### config.mk
export PLATFORM = sky130hd
export DESIGN_NAME = morse_tx_arbiter
export DESIGN_NICKNAME = d
export VERILOG_FILES = /design/src/rtl/morse_pkg.sv /design/src/rtl/morse_tick_detect.sv /design/src/rtl/morse_tx_arbiter.sv
export SDC_FILE = /design/constraint.sdc
export NUM_CORES = 1
export LEC_CHECK = 0
export CAP_MARGIN = 20
export CORE_MARGIN = 2
export CORE_UTILIZATION = 35
export CTS_CLUSTER_SIZE = 10
export DETAILED_ROUTE_END_ITERATION = 12
export GPL_ROUTABILITY_DRIVEN = 1
export PLACE_DENSITY_LB_ADDON = 0.08
export SYNTH_ARGS = -nofsm -noshare
export SYNTH_HDL_FRONTEND = slang
export SYNTH_HIERARCHICAL = 1
export SYNTH_SLANG_ARGS = --single-unit
### constraint.sdc
create_clock -name iCLK -period 1.6 [get_ports iCLK]
set_clock_uncertainty 0.1 [all_clocks]
set_input_delay 0.32 -clock iCLK [delete_from_list [all_inputs] [get_ports iCLK]]
set_output_delay 0.32 -clock iCLK [all_outputs]
set_load 0.03 [all_outputs]
### src/rtl/morse_pkg.sv
// Shared definitions for the Morse LED transmit path.
// Holds the arbiter state encoding, source indices, counter widths
// and a small one-hot helper used to build grant vectors.
package morse_pkg;

    localparam int unsigned TICK_W     = 4;   // half-second counter width
    localparam int unsigned TCNT_W     = 8;   // per-grant tick counter width
    localparam int unsigned GAP_W      = 4;   // word-gap counter width

    localparam int unsigned SRC_KEYPAD = 0;
    localparam int unsigned SRC_REPLY  = 1;

    typedef enum logic [1:0] {
        ST_IDLE = 2'd0,
        ST_SEND = 2'd1,
        ST_GAP  = 2'd2
    } state_e;

    // Build a one-hot grant vector from a source index.
    function automatic logic [1:0] src_onehot(input logic src);
        logic [1:0] v;
        v      = 2'b00;
        v[src] = 1'b1;
        return v;
    endfunction

endpackage

### src/rtl/morse_tick_detect.sv
// Half-second tick detector.
// Registers the free-running half-second counter and raises a one-cycle
// pulse on the cycle after any change of value (wrap 15->0 included).
// Ports:
//   iCLK, iRST  clock, asynchronous active-high reset
//   iHalfSec    free-running half-second counter
//   oTick       registered one-cycle tick pulse
module morse_tick_detect
    import morse_pkg::*;
(
    input  logic              iCLK,
    input  logic              iRST,
    input  logic [TICK_W-1:0] iHalfSec,
    output logic              oTick
);

    logic [TICK_W-1:0] r_prev;
    logic              r_tick;

    // Previous-value register and registered change flag.
    always_ff @(posedge iCLK or posedge iRST) begin
        if (iRST) begin
            r_prev <= '0;
            r_tick <= 1'b0;
        end else begin
            r_prev <= iHalfSec;
            r_tick <= (iHalfSec != r_prev);
        end
    end

    assign oTick = r_tick;

endmodule

### src/rtl/morse_tx_arbiter.sv
// Morse LED channel arbiter.
// Shares one LED between the keypad transmitter (source 0) and the
// auto-reply/beacon generator (source 1). Requests are arbitrated
// round-robin in IDLE; the granted source is advanced once per
// half-second tick and its bit is muxed onto the LED. Every message is
// followed by a silent word gap of GAP_TICKS ticks.
// Optional watchdog: define MORSE_ARB_TIMEOUT_EN to revoke a grant that
// runs MAX_TICKS ticks without iDone (oTimeout pulses once).
// Ports:
//   iCLK, iRST  clock, asynchronous active-high reset
//   iHalfSec    half-second counter; each value change is one tick
//   iReq        level request per source
//   iDone       end-of-message per source (granted source only)
//   iBit        current bit per source
//   oGrant      one-hot grant or 0
//   oTickEn     advance pulse to the granted source
//   oLED        transmitted bit
//   oBusy       high in SEND or GAP
//   oState      0 IDLE, 1 SEND, 2 GAP
//   oTimeout    one-cycle pulse when the watchdog revokes a grant
module morse_tx_arbiter
    import morse_pkg::*;
#(
    parameter int unsigned GAP_TICKS = 7,
    parameter int unsigned MAX_TICKS = 140
) (
    input  logic              iCLK,
    input  logic              iRST,
    input  logic [TICK_W-1:0] iHalfSec,
    input  logic [1:0]        iReq,
    input  logic [1:0]        iDone,
    input  logic [1:0]        iBit,
    output logic [1:0]        oGrant,
    output logic              oTickEn,
    output logic              oLED,
    output logic              oBusy,
    output logic [1:0]        oState,
    output logic              oTimeout
);

    state_e           r_state;
    state_e           w_state_nxt;
    logic [1:0]       r_grant;
    logic [1:0]       w_grant_nxt;
    logic             r_last;
    logic             w_last_nxt;
    logic [GAP_W-1:0] r_gap_cnt;
    logic [GAP_W-1:0] w_gap_cnt_nxt;

    logic             w_tick;
    logic             w_src;
    logic             w_done;
    logic             w_abort;
    logic             w_wd;
    logic             w_end;
    logic             w_pick;

    morse_tick_detect u_tick (
        .iCLK     (iCLK),
        .iRST     (iRST),
        .iHalfSec (iHalfSec),
        .oTick    (w_tick)
    );

    // Index of the currently granted source (only meaningful in SEND).
    assign w_src   = r_grant[SRC_REPLY];
    assign w_done  = iDone[w_src];
    assign w_abort = ~iReq[w_src];
    assign w_end   = w_done | w_abort | w_wd;

    // Single requester wins outright; on a tie the source not served last wins.
    always_comb begin
        w_pick = ~r_last;
        if (iReq == 2'b01) begin
            w_pick = 1'(SRC_KEYPAD);
        end else if (iReq == 2'b10) begin
            w_pick = 1'(SRC_REPLY);
        end
    end

`ifdef MORSE_ARB_TIMEOUT_EN
    logic [TCNT_W-1:0] r_tick_cnt;
    logic              r_timeout;

    // Fires on the tick that brings this grant's tick count to MAX_TICKS.
    assign w_wd = w_tick && (r_tick_cnt == TCNT_W'(MAX_TICKS - 1));

    // Ticks consumed by the current grant; cleared whenever SEND ends.
    always_ff @(posedge iCLK or posedge iRST) begin
        if (iRST) begin
            r_tick_cnt <= '0;
        end else if (r_state == ST_SEND) begin
            if (w_end) begin
                r_tick_cnt <= '0;
            end else if (w_tick) begin
                r_tick_cnt <= r_tick_cnt + 1'b1;
            end
        end
    end

    // iDone in the same cycle as the watchdog suppresses the timeout.
    always_ff @(posedge iCLK or posedge iRST) begin
        if (iRST) begin
            r_timeout <= 1'b0;
        end else begin
            r_timeout <= (r_state == ST_SEND) && w_wd && !w_done;
        end
    end

    assign oTimeout = r_timeout;
`else
    logic w_unused_cfg;

    assign w_wd         = 1'b0;
    assign oTimeout     = 1'b0;
    assign w_unused_cfg = ^TCNT_W'(MAX_TICKS);
`endif

    // State, grant, last-served and gap counter registers.
    always_ff @(posedge iCLK or posedge iRST) begin
        if (iRST) begin
            r_state   <= ST_IDLE;
            r_grant   <= 2'b00;
            r_last    <= 1'(SRC_REPLY);
            r_gap_cnt <= '0;
        end else begin
            r_state   <= w_state_nxt;
            r_grant   <= w_grant_nxt;
            r_last    <= w_last_nxt;
            r_gap_cnt <= w_gap_cnt_nxt;
        end
    end

    // Next-state logic.
    always_comb begin
        w_state_nxt   = r_state;
        w_grant_nxt   = r_grant;
        w_last_nxt    = r_last;
        w_gap_cnt_nxt = r_gap_cnt;
        case (r_state)
            ST_IDLE: begin
                if (|iReq) begin
                    w_state_nxt = ST_SEND;
                    w_grant_nxt = src_onehot(w_pick);
                end
            end
            ST_SEND: begin
                if (w_end) begin
                    w_state_nxt   = ST_GAP;
                    w_grant_nxt   = 2'b00;
                    w_last_nxt    = w_src;
                    w_gap_cnt_nxt = GAP_W'(GAP_TICKS);
                end
            end
            ST_GAP: begin
                // Zero is tested before decrementing, so a zero-length gap
                // still spends one cycle here.
                if (r_gap_cnt == '0) begin
                    w_state_nxt = ST_IDLE;
                end else if (w_tick) begin
                    w_gap_cnt_nxt = r_gap_cnt - 1'b1;
                end
            end
            default: begin
                w_state_nxt = ST_IDLE;
                w_grant_nxt = 2'b00;
            end
        endcase
    end

    assign oGrant  = r_grant;
    assign oTickEn = w_tick && (r_state == ST_SEND);
    assign oLED    = |(r_grant & iBit);
    assign oBusy   = (r_state != ST_IDLE);
    assign oState  = r_state;

endmodule

==> results_dict.tcl <==
set metrics [dict create \
    area_delta_synth_final_pct 45.5 \
    first_pass_iters 4 \
    status "complete, but fails checks" \
    cp.arrival_ns 1.28 \
    grt_pass1_wl_um 2790 \
    grt_overflow 0 \
    hold_class "in2async" \
    drtAntennaViolNets 0 \
    grt_max_degree 11 \
    worst_slack_ns -0.0980 \
    rsz0062_at_grt "true" \
    grt_pass1_vias 587 \
    io_pins 20 \
    die_w_um 51 \
    vias 659 \
    clk_latency_ns 0.29 \
    r2r_slack_ns 0.06 \
    cp-start-kind "flop" \
    cts_inserted_buffers 3 \
    critical_path_class "reg2out" \
    synth_warnings 6 \
    setup_viol 1 \
    worstPathMaxFanout 2 \
    path_cells "buf_6 -> and2b_1 -> and2_4 -> buf_6" \
    gp_congestion 0.815 \
    placed_area_um2 1050 \
    syn_nets 88 \
    crit_top_cell "buf_6" \
    cp.depth 4 \
    async_reset_ff_share_pct 100 \
    layout_worst_path_cycle_share_pct 106 \
    die_h_um 51 \
    crit_family "flip-flops" \
    hpwl_um 1220 \
    cts_sinks 14 \
    r2r-start "oState[1]" \
    seq_area_frac_synth_pct 45.5 \
    ir_worst_vdd_uv 745 \
    clockBufferDepth 2 \
    crit_start "oState[1]" \
    cts_root_buf "clkbuf_4" \
    dieArea_um2 2600 \
    drv_cap 0 \
    drt-initial-drc-count 22 \
    fmax_ghz 0.589 \
    crit_buf_inv 2 \
    netlist_area_um2 773 \
    violations "setup timing" \
    start_util_pct 36.0 \
    hold_viol 0 \
    fin_nets 122 \
    finalWirelength_um 1730 \
    cp-end-kind "output pin" \
    reg2reg_depth 5 \
    period_needed_ns 1.70 \
    drc 0 \
    grt.total_usage_pct 15.1 \
    leakage_nw 0.486 \
    htree_levels 1 \
    synthFlopType "dfrtp_1" \
    drive_gt1_share_pct 33.3 \
    design_area_um2 1120 \
    critPathSlowestCell "dfrtp_2" \
    worst_hold_slack_ns 0.144 \
    worstReg2RegEnd "r_gap_cnt[2]" \
    place_ws_ns -0.204 \
    core_um2 2150 \
    cts_hold_buf 0 \
    powerDensity_nw_per_um2 1700 \
    synth_cell_types 40 \
    cp.required_ns 1.18 \
    clk_pin_slew_worst_paths_ns 0.09 \
    numPortBuffers 18 \
    ys_seq_elements 14 \
    antenna_found_initial 0 \
    drt-vias-per-instance 4.85 \
    cts_tree "done" \
    maxSlewViolCount 0 \
    rows 17 \
    syn_avg_cell_area_um2 10.3 \
    synth_edf_count 0 \
    tns_ns -0.0980 \
    wl_per_cell_um 12.7 \
    diodes 0 \
    crit_path_end "oTickEn" \
    slowest_delay_ns 0.42 \
    synthesis.instances 75 \
]
-- sequential cells by signal, indices dropped and copies added (netlist names) --
| register | count |
|---|---|
| oGrant | 2 |
| oState | 2 |
| r_gap_cnt | 4 |
| r_last | 1 |
| u_tick/oTick | 1 |
| u_tick/r_prev | 4 |
-- final cells by class --
class / count / area [um2]
inverter: 6 / 22.5
clock buffer: 4 / 36.3
multi-input combinational: 52 / 389
timing repair buffer: 32 / 288
tap: 28 / 35.0
sequential: 14 / 354
fill: 193 / 1020
-- worst register-to-register path, delay by kind of cell (launching register included) --
| family | cells | cell delay, ns |
|---|---|---|
| buf+inv | 2 | 0.26 |
| flops | 1 | 0.42 |
| compound gates | 1 | 0.24 |
| simple gates | 1 | 0.07 |
| mux | 1 | 0.34 |
-- worst min path at each step --
stage	start	end	slack (ns)	depth (start not counted)
after floorplan	iRST	u_tick/oTick	-0.001	1
after global placement	u_tick/r_prev[1]	u_tick/oTick	0.39	2
after detailed placement	r_last	r_last	0.39	1
after CTS	iRST	u_tick/r_prev[2]	0.14	2
after global routing	iRST	u_tick/r_prev[2]	0.19	2
final	iRST	u_tick/r_prev[2]	0.14	2
-- logic make-up (layout without fill, tap and decap cells) --
group	count (synthesis)	after routing	synth area share, %
AOI/OAI and AO/OA	17	17	16.8
adders and majority gates	1	1	1.62
and+or+nand+nor	27	27	22.8
other	1	1	0.485
DFF	14	14	45.5
buffers and inverters	9	42	5.50
xor gates and xnor gates	4	4	4.53
muxes	2	2	2.75
-- power by group --
part / total, W / switching (W) / internal (W) / leakage, nW
Combinational: 0.00111 / 0.000552 / 0.000556 / 0.306
Clock: 0.000261 / 0.000122 / 0.000139 / 0.0210
Sequential: 0.000541 / 0.0000736 / 0.000468 / 0.159
Total: 0.00191 / 0.000748 / 0.00116 / 0.486
-- per-stage QoR --
step | instances | power [W] | util (%)
floorplan | 75 | 0.00116 | -
global placement | 129 | 0.00156 | 48.7
detailed placement | 129 | 0.00155 | 48.7
CTS | 135 | 0.00189 | 51.9
global route | 136 | 0.00204 | 52.4
finish | 136 | 0.00191 | 52.4
-- cells in the mapped netlist (all sizes together) (2+ instances only) --
cell / number / area [um2]
dfrtp: 13 / 325
and2: 2 / 15.0
nand3b: 2 / 15.0
a21oi: 2 / 10.0
nand2: 2 / 7.51
nand3: 3 / 15.0
buf: 3 / 20.0
o21ai: 5 / 25.0
xnor2: 4 / 35.0
nand2b: 3 / 18.8
nor3: 2 / 10.0
o2bb2ai: 2 / 17.5
nor2b: 4 / 27.5
inv: 6 / 22.5
-- cells in the final DEF (no fill, tap or decap), types with 3 or more instances in the layout --
master,synthesis,routed
buf_4,2,11
buf_6,0,6
clkbuf_4,0,3
clkdlybuf4s50_1,0,11
dfrtp_1,13,11
inv_1,6,6
nand2b_1,3,3
nand3_1,3,3
o21ai_1,4,4
xnor2_1,4,4
-- metal layers --
metal	GRT usage, %	share of wire, %	vias up
li1	-	-	329
met1	20.9	47	315
met3	1.75	3.0	4
met2	21.6	47	11
met4	10.8	2.9	0
met5	0	0	-
-- repair_timing --
action	4_1_cts	5_1_grt
pin swaps	2	3
setup endpoints to repair	6	7
resized for setup	13	8
setup buffers	3	1
No activity file was read; power rests on OpenSTA's default activity.
